`config.mk`:
```
export PLATFORM = sky130hd
export DESIGN_NAME = serial_add_ctrl
export DESIGN_NICKNAME = d
export VERILOG_FILES = /design/src/rtl/serial_add_pkg.sv /design/src/rtl/fulladder.sv /design/src/rtl/serial_add_ctrl.sv
export SDC_FILE = /design/constraint.sdc
export NUM_CORES = 1
export LEC_CHECK = 0
export ABC_AREA = 1
export CAP_MARGIN = 20
export CORE_ASPECT_RATIO = 0.5
export CORE_MARGIN = 2
export CORE_UTILIZATION = 52
export DETAILED_ROUTE_END_ITERATION = 16
export PLACE_DENSITY = 0.79
export SYNTH_ARGS = -nofsm -noshare
export SYNTH_HDL_FRONTEND = slang
export SYNTH_SLANG_ARGS = --single-unit
```
`constraint.sdc`:
```
create_clock -name clk -period 1.4 [get_ports clk]
set_input_delay 0.28 -clock clk [delete_from_list [all_inputs] [get_ports clk]]
set_output_delay 0.28 -clock clk [all_outputs]
set_load 0.02 [all_outputs]
```
`src/rtl/serial_add_pkg.sv`:
```
// Shared constants for the bit-serial adder: state encoding and default width.
package serial_add_pkg;

  localparam int unsigned DEF_WIDTH = 8;

  localparam logic [1:0] ST_IDLE = 2'd0;
  localparam logic [1:0] ST_RUN  = 2'd1;
  localparam logic [1:0] ST_DONE = 2'd2;

endpackage

```
`src/rtl/fulladder.sv`:
```
// Gate-level full adder cell shared by the serial adder datapath.
module fulladder (
  output logic sum,
  output logic carry,
  input  logic a,
  input  logic b,
  input  logic c
);

  logic ab_x;
  logic ab_a;
  logic abc_a;

  xor g_x1 (ab_x, a, b);
  xor g_x2 (sum, ab_x, c);
  and g_a1 (ab_a, a, b);
  and g_a2 (abc_a, ab_x, c);
  or  g_o1 (carry, ab_a, abc_a);

endmodule

```
`src/rtl/serial_add_ctrl.sv`:
```
// Bit-serial addition sequencer: feeds one full adder LSB-first over WIDTH cycles
// and publishes sum/cout/ovf with a one-cycle done pulse.
module serial_add_ctrl
  import serial_add_pkg::*;
#(
  parameter int unsigned WIDTH = DEF_WIDTH
) (
  input  logic             clk,
  input  logic             rst_n,
  input  logic             start,
  input  logic [WIDTH-1:0] a,
  input  logic [WIDTH-1:0] b,
  input  logic             cin,
  output logic             busy,
  output logic             done,
  output logic [WIDTH-1:0] sum,
  output logic             cout,
  output logic             ovf
);

  localparam int unsigned CNT_W = (WIDTH > 1) ? $clog2(WIDTH) : 1;

  logic [1:0]       state_q, state_d;
  logic [WIDTH-1:0] a_sh_q, a_sh_d;
  logic [WIDTH-1:0] b_sh_q, b_sh_d;
  logic [WIDTH-1:0] res_sh_q, res_sh_d;
  logic             carry_q, carry_d;
  logic [CNT_W-1:0] cnt_q, cnt_d;
  logic [WIDTH-1:0] sum_q, sum_d;
  logic             cout_q, cout_d;
  logic             ovf_q, ovf_d;
  logic             busy_q, busy_d;
  logic             done_q, done_d;

  logic             fa_sum;
  logic             fa_carry;
  logic [WIDTH-1:0] res_next;

  fulladder u_fa (
    .sum   (fa_sum),
    .carry (fa_carry),
    .a     (a_sh_q[0]),
    .b     (b_sh_q[0]),
    .c     (carry_q)
  );

  assign res_next = {fa_sum, res_sh_q[WIDTH-1:1]};

  // State and datapath registers
  always_ff @(posedge clk or negedge rst_n) begin
    if (!rst_n) begin
      state_q  <= ST_IDLE;
      a_sh_q   <= '0;
      b_sh_q   <= '0;
      res_sh_q <= '0;
      carry_q  <= 1'b0;
      cnt_q    <= '0;
      sum_q    <= '0;
      cout_q   <= 1'b0;
      ovf_q    <= 1'b0;
      busy_q   <= 1'b0;
      done_q   <= 1'b0;
    end else begin
      state_q  <= state_d;
      a_sh_q   <= a_sh_d;
      b_sh_q   <= b_sh_d;
      res_sh_q <= res_sh_d;
      carry_q  <= carry_d;
      cnt_q    <= cnt_d;
      sum_q    <= sum_d;
      cout_q   <= cout_d;
      ovf_q    <= ovf_d;
      busy_q   <= busy_d;
      done_q   <= done_d;
    end
  end

  // Next-state and datapath update
  always_comb begin
    state_d  = state_q;
    a_sh_d   = a_sh_q;
    b_sh_d   = b_sh_q;
    res_sh_d = res_sh_q;
    carry_d  = carry_q;
    cnt_d    = cnt_q;
    sum_d    = sum_q;
    cout_d   = cout_q;
    ovf_d    = ovf_q;

    case (state_q)
      ST_IDLE: begin
        if (start) begin
          a_sh_d   = a;
          b_sh_d   = b;
          carry_d  = cin;
          cnt_d    = '0;
          res_sh_d = '0;
          state_d  = ST_RUN;
        end
      end
      ST_RUN: begin
        a_sh_d   = {1'b0, a_sh_q[WIDTH-1:1]};
        b_sh_d   = {1'b0, b_sh_q[WIDTH-1:1]};
        res_sh_d = res_next;
        carry_d  = fa_carry;
        cnt_d    = cnt_q + CNT_W'(1);
        // carry_q here is the carry into the MSB on the final bit
        if (cnt_q == CNT_W'(WIDTH - 1)) begin
          sum_d   = res_next;
          cout_d  = fa_carry;
          ovf_d   = carry_q ^ fa_carry;
          state_d = ST_DONE;
        end
      end
      ST_DONE: state_d = ST_IDLE;
      default: state_d = ST_IDLE;
    endcase

    busy_d = (state_d != ST_IDLE);
    done_d = (state_d == ST_DONE);
  end

  assign busy = busy_q;
  assign done = done_q;
  assign sum  = sum_q;
  assign cout = cout_q;
  assign ovf  = ovf_q;

endmodule

```
# Word level (Yosys, flattened, before mapping)
# Index checks and enable logic that the tools add are counted.
[classes] addsub=1 multipliers=0 div_mod_pow=0 n_lt_le_gt_ge=0 n_eq_ne=4 shift=0 muxes=13 n_bitwise=6 n_reduce_logical=5
[ops] operator="$pmux W8 S2" count=3
[ops] operator="$mux W8" count=3
[ops] operator="$pmux W3 S2" count=1
[ops] operator="$mux W2" count=2
[ops] operator="$pmux W2 S2" count=1
[ops] operator="$reduce_and A2 Y1" count=2
[ops] operator="$reduce_bool A2 Y1" count=2
[ops] operator="$add A3 B1 Y3 const B" count=1
[ops] operator="$eq A3 B3 Y1 const B" count=1
[ops] operator="$mux W3" count=1
[ops] operator="$xor A1 B1 Y1" count=3
[ops] operator="$and A1 B1 Y1" count=2
[ops] operator="$eq A2 B1 Y1 const B" count=1
[ops] operator="$eq A2 B2 Y1 const B" count=1
[ops] operator="$logic_not A2 Y1" count=1
[ops] operator="$ne A2 B2 Y1 const B" count=1
[ops] operator="$pmux W1 S2" count=1
[ops] operator="$mux W1" count=1
[ops] operator="$or A1 B1 Y1" count=1
[word_totals] reg_bits=42 latchBits=0 ram_bits=0 mem_bits_ro=0 inputBits=20 out_inout_bits=12 wordCells=40 mem_count=0

# Longest topological paths before layout
[depth] ltp_word=4 mapped_depth=7 mapped_depth_nobuf=6

# Modules after synthesis
# Synthesis repeated with hierarchy kept, for this count alone.
[unflattened] hier_cells=225 hier_area_um2=2088.3
[by_module_without_submodules] module="serial_add_ctrl" n_inst=1 cells_per_inst=224 area_per_inst_um2=2068.2 seq_area_each_um2=1026.0
[by_module_without_submodules] module="fulladder" n_inst=1 cells_per_inst=1 area_per_inst_um2=20.0 seq_area_each_um2=0.0

# Worst setup path after synthesis
# No wires, ideal clock.
[synth_timing] path_kind="flip-flop to flip-flop" from="reg cnt_q[0]" to="reg cout_q (netlist: cout)" setup_time_ns=0.122 arrival_time_ns=1.077 required_time_ns=1.278 setup_slack_ns=0.201 path_stages_with_launch=6 n_path_buf=1 period_less_slack_ns=1.199 cell_sequence="dfrtp_1 > ha_1 > ha_1 > nand2_4 > buf_6 > o21ai_1"
[synth_via] elab_chain_cells=2
[synth_rtl] item="start, declared" line_no="serial_add_ctrl.sv:28" rtl="logic [CNT_W-1:0] cnt_q, cnt_d;"
[synth_rtl] item="start signal, assigned" line_no="serial_add_ctrl.sv:69" rtl="cnt_q <= cnt_d;"
[synth_rtl] item="$eq A3 B3 Y1" line_no="serial_add_ctrl.sv:108" rtl="if (cnt_q == CNT_W'(WIDTH - 1)) begin"
[synth_rtl] item="$reduce_and A2 Y1 (no line)"
[synth_rtl] item="end signal, assigned" line_no="serial_add_ctrl.sv:71" rtl="cout_q <= cout_d;"
[synth_rtl] item="end, declared" line_no="serial_add_ctrl.sv:30" rtl="logic cout_q, cout_d;"
# No other way between the ends.
# A chain may end at the register's enable or synchronous reset.

# Worst setup path after layout
[layout_timing] from="reg sum_q[0] (netlist: sum[0])" to="out sum[0]"
[layout_rtl] item="start, declared" line_no="serial_add_ctrl.sv:29" rtl="logic [WIDTH-1:0] sum_q, sum_d;"
[layout_rtl] item="start signal, assigned" line_no="serial_add_ctrl.sv:70" rtl="sum_q <= sum_d;"
[layout_rtl] item="end, declared" line_no="serial_add_ctrl.sv:16" rtl="output logic [WIDTH-1:0] sum,"
# No word-level cell between the ends.

==> results by group <==
Synth
  • Ys Warns: 0
  • Mapped Cells: 215
  • Seq/Total Area, Yosys: 56.1%
  • Cell area after synthesis: 0.00183 mm²
  • Post-Syn Area per Cell: 8.50 µm²
  • Post-synth cell types: 19
  • Syn nets: 238
  • Synth Register Bits: 41

CTS
  • CTS root buffer: clkbuf_8
  • CTS tree: done
  • Skew-Pair Late Insertion Delay: 0.28 ns
  • # clock sinks: 41
  • # H-tree levels: 2
  • Clk slew on worst S/H paths: 0.08 ns
  • Clock buffer depth: 2
  • TritonCTS Buffers: 5

Worst setup path
  • Worst Path Arrival: 0.99 ns
  • Startpoint types: flip-flop
  • CP max stage delay: 0.39 ns
  • FF-to-FF path depth: 5
  • Crit path cell chain: dlygate4sd2_1
  • CP endpoint: sum[0]
  • Critical Path Stages: 1
  • Critical path data required time: 1.12 ns
  • Worst Setup SP: sum[0]
  • CP Class: flip-flop to output port
  • Worst setup EP type: output port
  • Reg2reg start: cnt_q[0]
  • Critical path peak fanout: 2
  • CP top delay family: flip-flops
  • Worst R2R Setup Slack: 0.13 ns
  • WP buf/inv: 1
  • Worst path slowest cell: dfrtp_1
  • R2r endpoint: sum[5]

Detailed routing
  • Via count: 1437
  • Final wirelength: 3640 µm
  • WL/cell: 12.1 µm
  • DR pass1 iterations: 4
  • Routed Antenna Nets: 0
  • DRT iter0 DRCs: 46
  • Via-to-Cell Ratio: 4.77
  • Drt drc: 0

Global routing
  • Largest net degree at the start of global routing: 42
  • Grt met1 use: 24.9%
  • Initial antenna violation count: 0
  • Vias in the first global route: 1246
  • Busiest grt layer: met2
  • First-pass GRT wire length: 5700 µm
  • Global-route track usage on met2: 31.5%
  • Total GRT Usage: 18.9%
  • Grt total ovfl: 0
  • Met3 GRT Util: 5.62%

Timing
  • Setup TNS: 0 ns
  • Fin crit period: 1.27 ns
  • Clk_skew: 0.00416 ns
  • Finish-stage setup viols: 0
  • RSZ-0062 raised after global routing: no
  • Slew headroom: 82.6%
  • Max Freq: 0.785 GHz
  • Actual slew at the worst max-slew pin: 0.261 ns
  • Final Hold Viols: 0
  • Period utilization: 91.0%
  • Max-slew violations: 0

Pwr
  • Worst vdd ir: 0.00107 V
  • Register share of total power: 40.6%
  • Clk pwr share: 18.6%
  • Lkg Pwr: 1.20 nW
  • Power per standard cell area: 2120 mW/mm²
  • Power share of the combinational group: 40.7%
  • Switching power: 1.90 mW
  • Sw Share: 39.1%
  • Pwr Total: 4.87 mW
  • P_int: 2.97 mW

Floorplanning
  • Die area: 0.00403 mm²
  • Die Y: 45.9 µm
  • Starting density of the core: 53.8%
  • Io pins: 32
  • Placeable core region: 0.00340 mm²
  • Width of the die: 87.9 µm
  • FP Rows: 15

Cells and area
  • N_diodes: 0
  • Share of post-route cells with drive strength above 1: 8.40%
  • NumNets Final: 273
  • Area grow syn2layout: 25.5%

Place
  • Placer Congestion: 0.754
  • I/O Buffers: 31
  • DP HPWL: 2270 µm

Min path
  • Hold Crit Class: input pin to async pin

Outcome
  • Status: complete, no violations

Run
  • Max_cap viols: 0
-- state kept, by name, summed over array words and instances (netlist names) --
name	count
b_sh_q	8
res_sh_q	7
sum	8
busy	1
done	1
cout	1
state_q	2
a_sh_q	8
ovf	1
carry_q	1
cnt_q	3
-- cell usage in the layout (no fill, tap or decap) --
cell type	synthesis	layout
buf_12	0	2
buf_2	2	1
buf_4	3	3
bufinv_16	0	1
clkbuf_8	0	5
clkdlybuf4s50_1	0	18
clkinv_2	0	1
dfrtp_1	41	41
dlygate4sd2_1	0	12
dlygate4sd3_1	0	1
fa_2	0	1
ha_1	2	2
inv_1	13	13
inv_2	3	3
nand2_1	103	103
nand2_4	1	2
nand3_1	16	16
nand4_1	1	1
nor2_1	2	2
nor2_4	1	1
o21ai_0	8	8
o21ai_1	12	12
o21ai_4	1	1
-- cell usage after synthesis --
cell	instances	area, µm²
buf_2	2	10.0
buf_4	3	22.5
buf_6	3	33.8
clkbuf_2	1	5.00
dfrtp_1	41	1030
fa_1	1	20.0
ha_1	2	25.0
inv_1	13	48.8
inv_2	3	11.3
nand2_1	103	387
nand2_2	1	6.26
nand2_4	1	11.3
nand3_1	16	80.1
nand4_1	1	6.26
nor2_1	2	7.51
nor2_4	1	11.3
o21ai_0	8	40.0
o21ai_1	12	60.1
o21ai_4	1	16.3
-- cell families (layout without fill, tap and decap cells) --
| kind of cell | Yosys count | after routing | synth area share, % |
|---|---|---|---|
| AND/OR/NAND/NOR | 125 | 125 | 27.9 |
| flip-flops | 41 | 41 | 56.1 |
| buffers and inverters | 25 | 60 | 7.19 |
| AO/OA/AOI/OAI | 21 | 21 | 6.37 |
| adder cells (fa/ha/maj) | 3 | 3 | 2.46 |
-- repair_timing --
item / in CTS / in global routing
setup endpoints to repair: 12 / 6
gates resized for setup: 12 / 2
hold buffers: 1 / 0
pin swaps: 0 / 0
endpoints found under the hold margin: 41 / 0
setup buffers: 0 / 0
-- how the worst min path moves through the flow --
stage	from	endpoint	slack (ns)	cells past startpoint
floorplan	rst_n	a_sh_q[0]	-0.02	0
global placement	rst_n	sum[5]	0.27	2
detailed placement	rst_n	res_sh_q[7]	0.27	2
CTS	b_sh_q[4]	b_sh_q[4]	0.49	2
global route	b_sh_q[4]	b_sh_q[4]	0.51	2
finish	rst_n	res_sh_q[7]	0.49	3
-- per-stage QoR --
stage          cells  setup slack, ns  hold slack [ns]  util, %  area [µm²]
3_5_place_dp     293          0.00285            0.270     64.4        2190
6_report         301            0.126            0.487     67.6        2290
5_1_grt          301           0.0585            0.512     67.6        2290
3_3_place_gp     293           0.0377            0.265     64.4        2190
4_1_cts          301           0.0922            0.487     67.3        2290
2_1_floorplan    215            0.201          -0.0156        -        1830
-- area by class of cell --
type                            count  area, µm²
Timing Repair Buffer               37        363
Clock buffer                        5       68.8
Sequential cell                    41       1030
Inverter                           16       60.1
Fill cell                         280       1100
Clock inverter                      2       35.0
Multi-Input combinational cell    149        678
Tap cell                           51       63.8
-- layer usage --
| layer | vias to the layer above | share of wire, % | routed length (µm) |
|---|---|---|---|
| met5 | - | 0 | 0 |
| met4 | 0 | 0.91 | 33 |
| met2 | 23 | 47 | 1710 |
| met1 | 674 | 48 | 1740 |
| li1 | 736 | - | - |
| met3 | 4 | 4.2 | 154 |
-- worst min-delay path: cells and delay by family --
kind	cells	cell delay, ns
buf+inv	3	0.87
-- power by group through the flow --
stage / clock network, mW / logic [mW] / registers, mW
after CTS: 0.927 / 1.99 / 1.98
after floorplan: 0 / 1.28 / 2.12
after detailed placement: 0 / 2.08 / 1.99
after global placement: 0 / 2.02 / 1.98
final: 0.908 / 1.99 / 1.98
after global routing: 0.980 / 2.24 / 2.04
Power figures use the tool's default switching activity.
